## src/rtl/matmul_sequencer.sv

```systemverilog
// matmul_sequencer: central phase sequencer for the matrix-multiply accelerator.
// It walks LOAD -> MAC/WRITE -> (POST) -> DONE and drives the address/enable
// lines of the X buffer, coefficient ROM, MAC unit and result RAM.
// Optional avg/max post-processing phase: define MATMUL_SEQ_AVGMAX_EN.
// Every output is a register, so each one reflects the decision taken on the
// previous rising edge of clk.

module matmul_sequencer #(
    parameter int ROWS  = 4,
    parameter int COLS  = 4,
    parameter int INNER = 8
) (
    input  logic                            clk,
    input  logic                            rst,
    input  logic                            start_in,
    input  logic                            valid_input,
    output logic                            x_load_en,
    output logic [$clog2(ROWS*INNER)-1:0]   x_addr,
    output logic [$clog2(COLS*INNER)-1:0]   rom_addr,
    output logic                            mac_en,
    output logic                            mac_clr,
    output logic                            ram_we,
    output logic                            ram_re,
    output logic [$clog2(ROWS*COLS)-1:0]    ram_addr,
    output logic                            post_en,
    output logic                            busy,
    output logic                            finish
);

    localparam int XW  = $clog2(ROWS*INNER);
    localparam int RW  = $clog2(COLS*INNER);
    localparam int AW  = $clog2(ROWS*COLS);
    localparam int RBW = (ROWS  > 1) ? $clog2(ROWS)  : 1;
    localparam int CBW = (COLS  > 1) ? $clog2(COLS)  : 1;
    localparam int KBW = (INNER > 1) ? $clog2(INNER) : 1;

    localparam logic [XW-1:0]  X_LAST = XW'(ROWS*INNER - 1);
    localparam logic [RBW-1:0] R_LAST = RBW'(ROWS - 1);
    localparam logic [CBW-1:0] C_LAST = CBW'(COLS - 1);
    localparam logic [KBW-1:0] K_LAST = KBW'(INNER - 1);

    typedef enum logic [2:0] {
        IDLE,
        LOAD,
        MAC,
        WRITE,
`ifdef MATMUL_SEQ_AVGMAX_EN
        POST,
`endif
        DONE
    } state_t;

    state_t         state;
    logic [XW-1:0]  load_cnt;
    logic [RBW-1:0] r;
    logic [CBW-1:0] c;
    logic [KBW-1:0] k;

`ifdef MATMUL_SEQ_AVGMAX_EN
    localparam logic [AW-1:0] J_LAST = AW'(ROWS*COLS - 1);

    logic          ram_re_q;
    logic          post_en_q;
    logic          post_flush;
    logic [AW-1:0] j;

    assign ram_re  = ram_re_q;
    assign post_en = post_en_q;
`else
    assign ram_re  = 1'b0;
    assign post_en = 1'b0;
`endif

    // Phase sequencer: state, loop counters and all registered outputs.
    always_ff @(posedge clk or negedge rst) begin
        if (!rst) begin
            state     <= IDLE;
            load_cnt  <= '0;
            r         <= '0;
            c         <= '0;
            k         <= '0;
            x_load_en <= 1'b0;
            x_addr    <= '0;
            rom_addr  <= '0;
            mac_en    <= 1'b0;
            mac_clr   <= 1'b0;
            ram_we    <= 1'b0;
            ram_addr  <= '0;
            busy      <= 1'b0;
            finish    <= 1'b0;
`ifdef MATMUL_SEQ_AVGMAX_EN
            ram_re_q   <= 1'b0;
            post_en_q  <= 1'b0;
            post_flush <= 1'b0;
            j          <= '0;
`endif
        end else begin
            x_load_en <= 1'b0;
            mac_en    <= 1'b0;
            mac_clr   <= 1'b0;
            ram_we    <= 1'b0;
            finish    <= 1'b0;
            busy      <= 1'b1;
`ifdef MATMUL_SEQ_AVGMAX_EN
            ram_re_q  <= 1'b0;
            post_en_q <= ram_re_q;
`endif
            case (state)
                IDLE: begin
                    busy     <= start_in;
                    load_cnt <= '0;
                    if (start_in) begin
                        state <= LOAD;
                    end
                end

                LOAD: begin
                    if (valid_input) begin
                        x_load_en <= 1'b1;
                        x_addr    <= load_cnt;
                        if (load_cnt == X_LAST) begin
                            load_cnt <= '0;
                            r        <= '0;
                            c        <= '0;
                            k        <= '0;
                            state    <= MAC;
                        end else begin
                            load_cnt <= load_cnt + 1'b1;
                        end
                    end
                end

                MAC: begin
                    mac_en   <= 1'b1;
                    mac_clr  <= (k == '0);
                    x_addr   <= XW'(r) * XW'(INNER) + XW'(k);
                    rom_addr <= RW'(c) * RW'(INNER) + RW'(k);
                    if (k == K_LAST) begin
                        k     <= '0;
                        state <= WRITE;
                    end else begin
                        k <= k + 1'b1;
                    end
                end

                WRITE: begin
                    ram_we   <= 1'b1;
                    ram_addr <= AW'(r) * AW'(COLS) + AW'(c);
                    if (c == C_LAST) begin
                        c <= '0;
                        if (r == R_LAST) begin
                            r <= '0;
`ifdef MATMUL_SEQ_AVGMAX_EN
                            state <= POST;
`else
                            state <= DONE;
`endif
                        end else begin
                            r     <= r + 1'b1;
                            state <= MAC;
                        end
                    end else begin
                        c     <= c + 1'b1;
                        state <= MAC;
                    end
                end

`ifdef MATMUL_SEQ_AVGMAX_EN
                POST: begin
                    if (!post_flush) begin
                        ram_re_q <= 1'b1;
                        ram_addr <= j;
                        if (j == J_LAST) begin
                            j          <= '0;
                            post_flush <= 1'b1;
                        end else begin
                            j <= j + 1'b1;
                        end
                    end else begin
                        post_flush <= 1'b0;
                        state      <= DONE;
                    end
                end
`endif

                DONE: begin
                    finish <= 1'b1;
                    state  <= IDLE;
                end

                default: begin
                    state <= IDLE;
                end
            endcase
        end
    end

endmodule

```

## config.mk

```make
export PLATFORM = sky130hd
export DESIGN_NAME = matmul_sequencer
export DESIGN_NICKNAME = d
export VERILOG_FILES = /design/src/rtl/matmul_sequencer.sv
export SDC_FILE = /design/constraint.sdc
export NUM_CORES = 1
export LEC_CHECK = 0
export BUFFER_PORTS_ARGS = -buffer_cell sky130_fd_sc_hd__buf_2
export CORE_UTILIZATION = 35
export CTS_CLUSTER_DIAMETER = 40
export DETAILED_ROUTE_END_ITERATION = 16
export GPL_ROUTABILITY_DRIVEN = 0
export GPL_TIMING_DRIVEN = 0
export PLACE_DENSITY = 0.58
export SLEW_MARGIN = 20
export SYNTH_ARGS = -nofsm -noshare
export SYNTH_HDL_FRONTEND = slang
export SYNTH_SLANG_ARGS = --single-unit
```

## constraint.sdc

```tcl
create_clock -name clk -period 2.59 [get_ports clk]
set_input_delay 0.1295 -clock clk [delete_from_list [all_inputs] [get_ports clk]]
set_output_delay 0.1295 -clock clk [all_outputs]
set_load 0.01 [all_outputs]
```

==> results of run 1 <==
## layer usage
metal / share of wire (%) / vias to the layer above
li1: - / 557
met1: 44 / 561
met2: 50 / 19
met3: 3.4 / 6
met4: 2.1 / 0
met5: 0 / -
## path summary, 6_finish.rpt
check                              end  slack, ps  depth (start not counted)
min reg2reg                rom_addr[1]        470                          2
min in group asynchronous  ram_addr[2]        460                          2
max                        load_cnt[2]        220                          6
min                               busy         40                          2
max reg2reg                load_cnt[2]        220                          6
max in group asynchronous  load_cnt[0]       1630                          2
## kinds of logic after synthesis
family                     Yosys count  synth area share, %
adders and majority gates            8                 6.14
DFF                                 35                 53.7
other                                1                0.230
and+or+nand+nor                     46                 16.3
muxes                               14                 9.21
buffers and inverters               17                 4.91
AOI/OAI and AO/OA                   23                 9.52
## worst max-delay path, cell delays in order (launching register included)
cell	delay (ps)
dfrtp_1	420
ha_1	250
and3_1	210
ha_1	230
or4b_4	510
or4b_4	530
o2bb2ai_1	150
## cells in the final DEF (no fill, tap or decap), types with 2 or more instances in the layout
| cell type | n |
|---|---|
| nor3b_1 | 3 |
| buf_2 | 24 |
| ha_1 | 8 |
| nand2_1 | 19 |
| nand2b_1 | 4 |
| a22o_1 | 2 |
| buf_4 | 2 |
| bufinv_16 | 2 |
| mux2i_1 | 6 |
| nor2_1 | 3 |
| conb_1 | 2 |
| or4b_4 | 2 |
| a21o_1 | 2 |
| clkbuf_8 | 5 |
| nand4b_1 | 2 |
| a21oi_1 | 3 |
| clkbuf_1 | 6 |
| o21ai_0 | 8 |
| inv_1 | 8 |
| o211ai_1 | 2 |
| mux2_2 | 8 |
| nand3b_1 | 2 |
| dfrtp_1 | 35 |
| a211oi_1 | 2 |
| and3_1 | 3 |
## power breakdown
part           total, mW  switching [mW]  internal [mW]  leakage (nW)
Clock              0.582           0.197          0.385        0.0654
Combinational      0.791           0.423          0.368         0.466
Sequential         0.899           0.144          0.755         0.427
Total               2.27           0.765           1.51         0.959
## per-stage QoR
| step | util, % | cells | cell area, um^2 | setup WS, ps | hold slack, ps |
|---|---|---|---|---|---|
| finish | 44.3 | 229 | 1960 | 220 | 41.1 |
| global route | 44.3 | 229 | 1960 | 93.5 | 59.8 |
| CTS | 44.3 | 229 | 1960 | 212 | 37.8 |
| detailed placement | 41.1 | 220 | 1810 | 220 | 260 |
| global placement | 41.1 | 220 | 1810 | 248 | 245 |
| floorplan | - | 145 | 1630 | 367 | -166 |
## timing repair
action | CTS | global route
hold buffers | 1 | 0
endpoints found under the hold margin | 35 | 0
resized for setup | 0 | 0
## final cells by class
class,instances,area (um^2),area share [%]
buffer,9,50.0,2.56
tap,52,65.1,3.32
clock buffer,6,72.6,3.71
timing repair buffer,24,125,6.39
clock inverter,2,60.1,3.07
multi-input combinational,93,678,34.7
sequential,35,876,44.8
inverter,8,30.0,1.53
## registers in the layout, indices dropped and copies added, names as in the netlist
| name | cells |
|---|---|
| r | 2 |
| k | 3 |
| mac_en | 1 |
| x_addr | 5 |
| rom_addr | 5 |
| load_cnt | 5 |
| c | 2 |
| mac_clr | 1 |
| finish | 1 |
| x_load_en | 1 |
| ram_addr | 4 |
| ram_we | 1 |
| state | 3 |
| busy | 1 |
==> impl_metrics.tcl, run 1 <==
set metrics [dict create \
    status "finished clean" \
    synth_seq_cells 35 \
    antenna_left 0 \
    drc 0 \
    cp-startpoint "load_cnt[0]" \
    period_share_pct 91.5 \
    clk_pin_slew_ps 70 \
    fin_nets 188 \
    tightest_slew_ps 783 \
    clk_latency_ps 290 \
    core_mm2 0.00441 \
    netlist-cell-type-count 36 \
    grt_pass1_vias 1253 \
    drtIter0Drc 41 \
    synth_enable_flop_cells 0 \
    cts_tree "built" \
    start_util_pct 36.9 \
    routedWlPerCell_um 13.4 \
    final_max_slew_viol_count 0 \
    cp.required_ps 2800 \
    busiest_layer "met2" \
    crit_type "reg -> reg" \
    grt_pass1_wl_mm 5.64 \
    crit_fanout 4 \
    overflow 0 \
    hp-start "start_in" \
    end_kind "flip-flop" \
    use_met1_pct 17.0 \
    synth_warnings 0 \
    synth.cell_area_mm2 0.00163 \
    ys_seq_area_share_pct 53.7 \
    hold_path.class "in -> reg" \
    powerDensity_mw_per_mm2 1160 \
    crit_path_start_kind "flip-flop" \
    die_h_um 70.3 \
    r2r-start "load_cnt[0]" \
    dr_total_vias 1143 \
    grtUsageTotal_pct 14.7 \
    synth_ff_type "dfrtp_1" \
    cts_buffer_depth 2 \
    synth_top_area_share_pct 53.7 \
    cts.sinks 35 \
    dr.pass1.iters 4 \
    via_per_inst 4.99 \
    fmax_ghz 0.422 \
    cts_setup_buffers 0 \
    clock-root-buffer "clkbuf_8" \
    dp_hpwl_mm 2.24 \
    antennaDiodeCount 0 \
    synth.most_common_cell "dfrtp_1" \
    synth_commonest_cells "dfrtp_1, nand2_1" \
    fin_crit_ps 2370 \
    setup_viol 0 \
    htree_num_levels 2 \
    dieArea_mm2 0.00494 \
    use_met3_pct 4.33 \
    maxCapViolations 0 \
    antenna_found_initial 0 \
    p_leak_nw 0.959 \
    hold_viol_final 0 \
    num_io_pins 26 \
    tns_ps 0 \
    area_delta_synth_final_pct 20.0 \
    rsz0062_at_grt "false" \
    synth_top_cell_by_area "dfrtp_1" \
    worstPathArrival_ps 2580 \
    grtUsageMet2_pct 24.7 \
    drive_above_1_share_pct 26.0 \
    p_total_mw 2.27 \
    rows 24 \
    cts_buffers 5 \
    relSlewSlack_pct 47.8 \
    ir_worst_vdd_uv 537 \
    wl_mm 3.08 \
    nFillCells 431 \
    grt_max_degree 36 \
    synthTopCellsByArea "dfrtp_1, ha_1, mux2_2, nand2_1, mux2i_1" \
    postSynth.asyncResetShare_pct 100 \
    die_w_um 70.3 \
    numPortBuffers 23 \
    synth.avg_cell_area_um2 11.3 \
    clock_skew_ps 2.64 \
    synthCells 144 \
]
Power figures use the tool's default switching activity.
==> run 2, diff against run 1 <==
--- a/config.mk
+++ b/config.mk
@@ -5,12 +5,12 @@
 export SDC_FILE = /design/constraint.sdc
 export NUM_CORES = 1
 export LEC_CHECK = 0
+export ABC_AREA = 1
 export BUFFER_PORTS_ARGS = -buffer_cell sky130_fd_sc_hd__buf_2
 export CORE_UTILIZATION = 35
 export CTS_CLUSTER_DIAMETER = 40
 export DETAILED_ROUTE_END_ITERATION = 16
 export GPL_ROUTABILITY_DRIVEN = 0
-export GPL_TIMING_DRIVEN = 0
 export PLACE_DENSITY = 0.58
 export SLEW_MARGIN = 20
 export SYNTH_ARGS = -nofsm -noshare
==> impl_metrics.tcl, run 2 <==
set metrics [dict create \
    status "finished, violations left" \
    violations "design-rule violations" \
    path_delay_family "simple AND/OR/NAND/NOR gates" \
    worstPathArrival_ps 1860 \
    clock-root-buffer "clkbuf_8" \
    final_cell_mix "nand2_1, dfrtp_1, buf_2" \
    fin_nets 228 \
    final_common_cell "nand2_1" \
    wl_mm 3.17 \
    core_mm2 0.00444 \
    dp_hpwl_mm 2.24 \
    drc 4 \
    num_io_pins 26 \
    path_cells "ha_1 > inv_1 > nor3_1 > ha_1 > nand2_1 > nand2_1 > nand3_1 > o21ai_0" \
    netlist-cell-type-count 23 \
    period_share_pct 64.1 \
    fin_util_pct 42.8 \
    synth-simple-area-share_pct 28.1 \
    ir_worst_vdd_uv 257 \
    routedWlPerCell_um 11.8 \
    dr.pass1.iters 11 \
    rsz0062_at_grt "false" \
    clk_latency_ps 280 \
    grt_pass1_vias 1159 \
    synth_top_area_share_pct 53.2 \
    cp_slowest_cell "dfrtp_1" \
    critPathBufInv 1 \
    synth_commonest_cells "nand2_1, dfrtp_1, inv_1" \
    synthAdderAreaFrac_pct 6.08 \
    final_cell_area_mm2 0.00190 \
    tns_ps 0 \
    post-place-cells 260 \
    drive_above_1_share_pct 19.0 \
    place_area_mm2 0.00180 \
    synth_top_family_by_area "simple AND/OR/NAND/NOR gates" \
    ys_seq_area_share_pct 53.2 \
    clock_skew_ps 3.60 \
    cts_buffer_depth 2 \
    synth.avg_cell_area_um2 8.75 \
    dieArea_mm2 0.00498 \
    die_w_um 70.6 \
    maxCapViolations 0 \
    post_cts_resized 0 \
    final_max_slew_viol_count 0 \
    hold_buffers 1 \
    synth_enable_flop_cells 0 \
    reg.largest.list "load_cnt x5, rom_addr x5, x_addr x5" \
    postSynth.asyncResetShare_pct 100 \
    cp.required_ps 2790 \
    crit_type "reg -> reg" \
    synth.cell_area_mm2 0.00165 \
    synth_ff_type "dfrtp_1" \
    fmax_ghz 0.602 \
    synthXorXnorAreaFrac_pct 0 \
    rows 24 \
    p_leak_nw 1.02 \
    numPortBuffers 23 \
    cts_buffers 5 \
    fin_crit_ps 1660 \
    tightest_slew_ps 783 \
    p_total_mw 0.960 \
    overflow 0 \
    cts_setup_buffers 0 \
    dr_total_vias 1249 \
    antenna_found_initial 0 \
    synth.area.mux_share_pct 0 \
    clk_pin_slew_ps 70 \
    cts_tree "built" \
    grt_max_degree 36 \
    hold_path.class "in -> reg" \
    synth_top_cell_by_area "dfrtp_1" \
    powerDensity_mw_per_mm2 505 \
    synth.most_common_cell "nand2_1" \
    drtIter0Drc 62 \
    area_delta_synth_final_pct 15.6 \
    synthCells 188 \
    critPathMaxStageDelay_ps 410 \
    relSlewSlack_pct 47.8 \
    setup_viol 0 \
    antennaDiodeCount 0 \
    hold_viol_final 0 \
    htree_num_levels 2 \
    end_kind "flip-flop" \
    holdWs_ps 138 \
    die_h_um 70.6 \
    synth_warnings 0 \
    crit_fanout 5 \
    antenna_left 0 \
    crit_path_start_kind "flip-flop" \
    stdcell_count 268 \
    synth-compound-area-share_pct 6.31 \
    synthTopCellsByArea "dfrtp_1, nand2_1, ha_1, o21ai_0, nand3_1" \
    grt_pass1_wl_mm 5.58 \
    synth_seq_cells 35 \
    cts.sinks 35 \
    dp_slack_ps 954 \
    setup_ws_ps 929 \
    via_per_inst 4.66 \
    grtUsageTotal_pct 14.7 \
    start_util_pct 37.0 \
]
==> run 2: cell types whose count changed after synthesis, sizes merged, moves of 3 or more <==
cell and delta:
nand2 +42, nand3 +14, nor2 +13, inv +12, o21ai +9, mux2 -8
mux2i -6, clkbuf -4, nand2b -4, and3 -3, nor3b -3
==> run 2: cell type report <==
cell class	instances	area (um^2)
Clock buffer	6	82.6
Clock inverter	1	5.00
Fill cell	455	2540
Inverter	20	75.1
Multi-Input combinational cell	130	673
Sequential cell	35	876
Tap cell	52	65.1
Timing Repair Buffer	24	125
==> run 2: kinds of logic (layout without fill, tap and decap cells) <==
| logic type | Yosys count | in the layout |
|---|---|---|
| AOI/OAI and AO/OA | 20 | 20 |
| DFF | 35 | 35 |
| and+or+nand+nor | 100 | 100 |
| other | 1 | 2 |
| adders and majority gates | 8 | 8 |
| buffers and inverters | 24 | 51 |
==> run 2: report_power, final <==
group	switching (mW)	leakage (nW)	internal (mW)
clock	0.189	0.0470	0.209
combinational	0.0133	0.540	0.00280
sequential	0	0.435	0.546
==> run 2: routing by layer <==
metal  part of all wire, %  GRT usage [%]  up-vias
met5                     0              0        -
li1                      -              -      652
met3                   5.1           4.42        4
met1                    51           19.4      562
met2                    43           22.4       31
met4                   1.2           6.44        0
==> run 2: worst paths after layout <==
kind | cells after the start | slack (ps) | startpoint | to
max in group asynchronous | 2 | 1630 | rst | load_cnt[0]
max reg2reg | 8 | 930 | load_cnt[0] | state[1]
min in group asynchronous | 2 | 460 | rst | rom_addr[1]
max | 8 | 930 | load_cnt[0] | state[1]
min | 2 | 140 | start_in | busy
min reg2reg | 2 | 470 | x_addr[4] | x_addr[4]
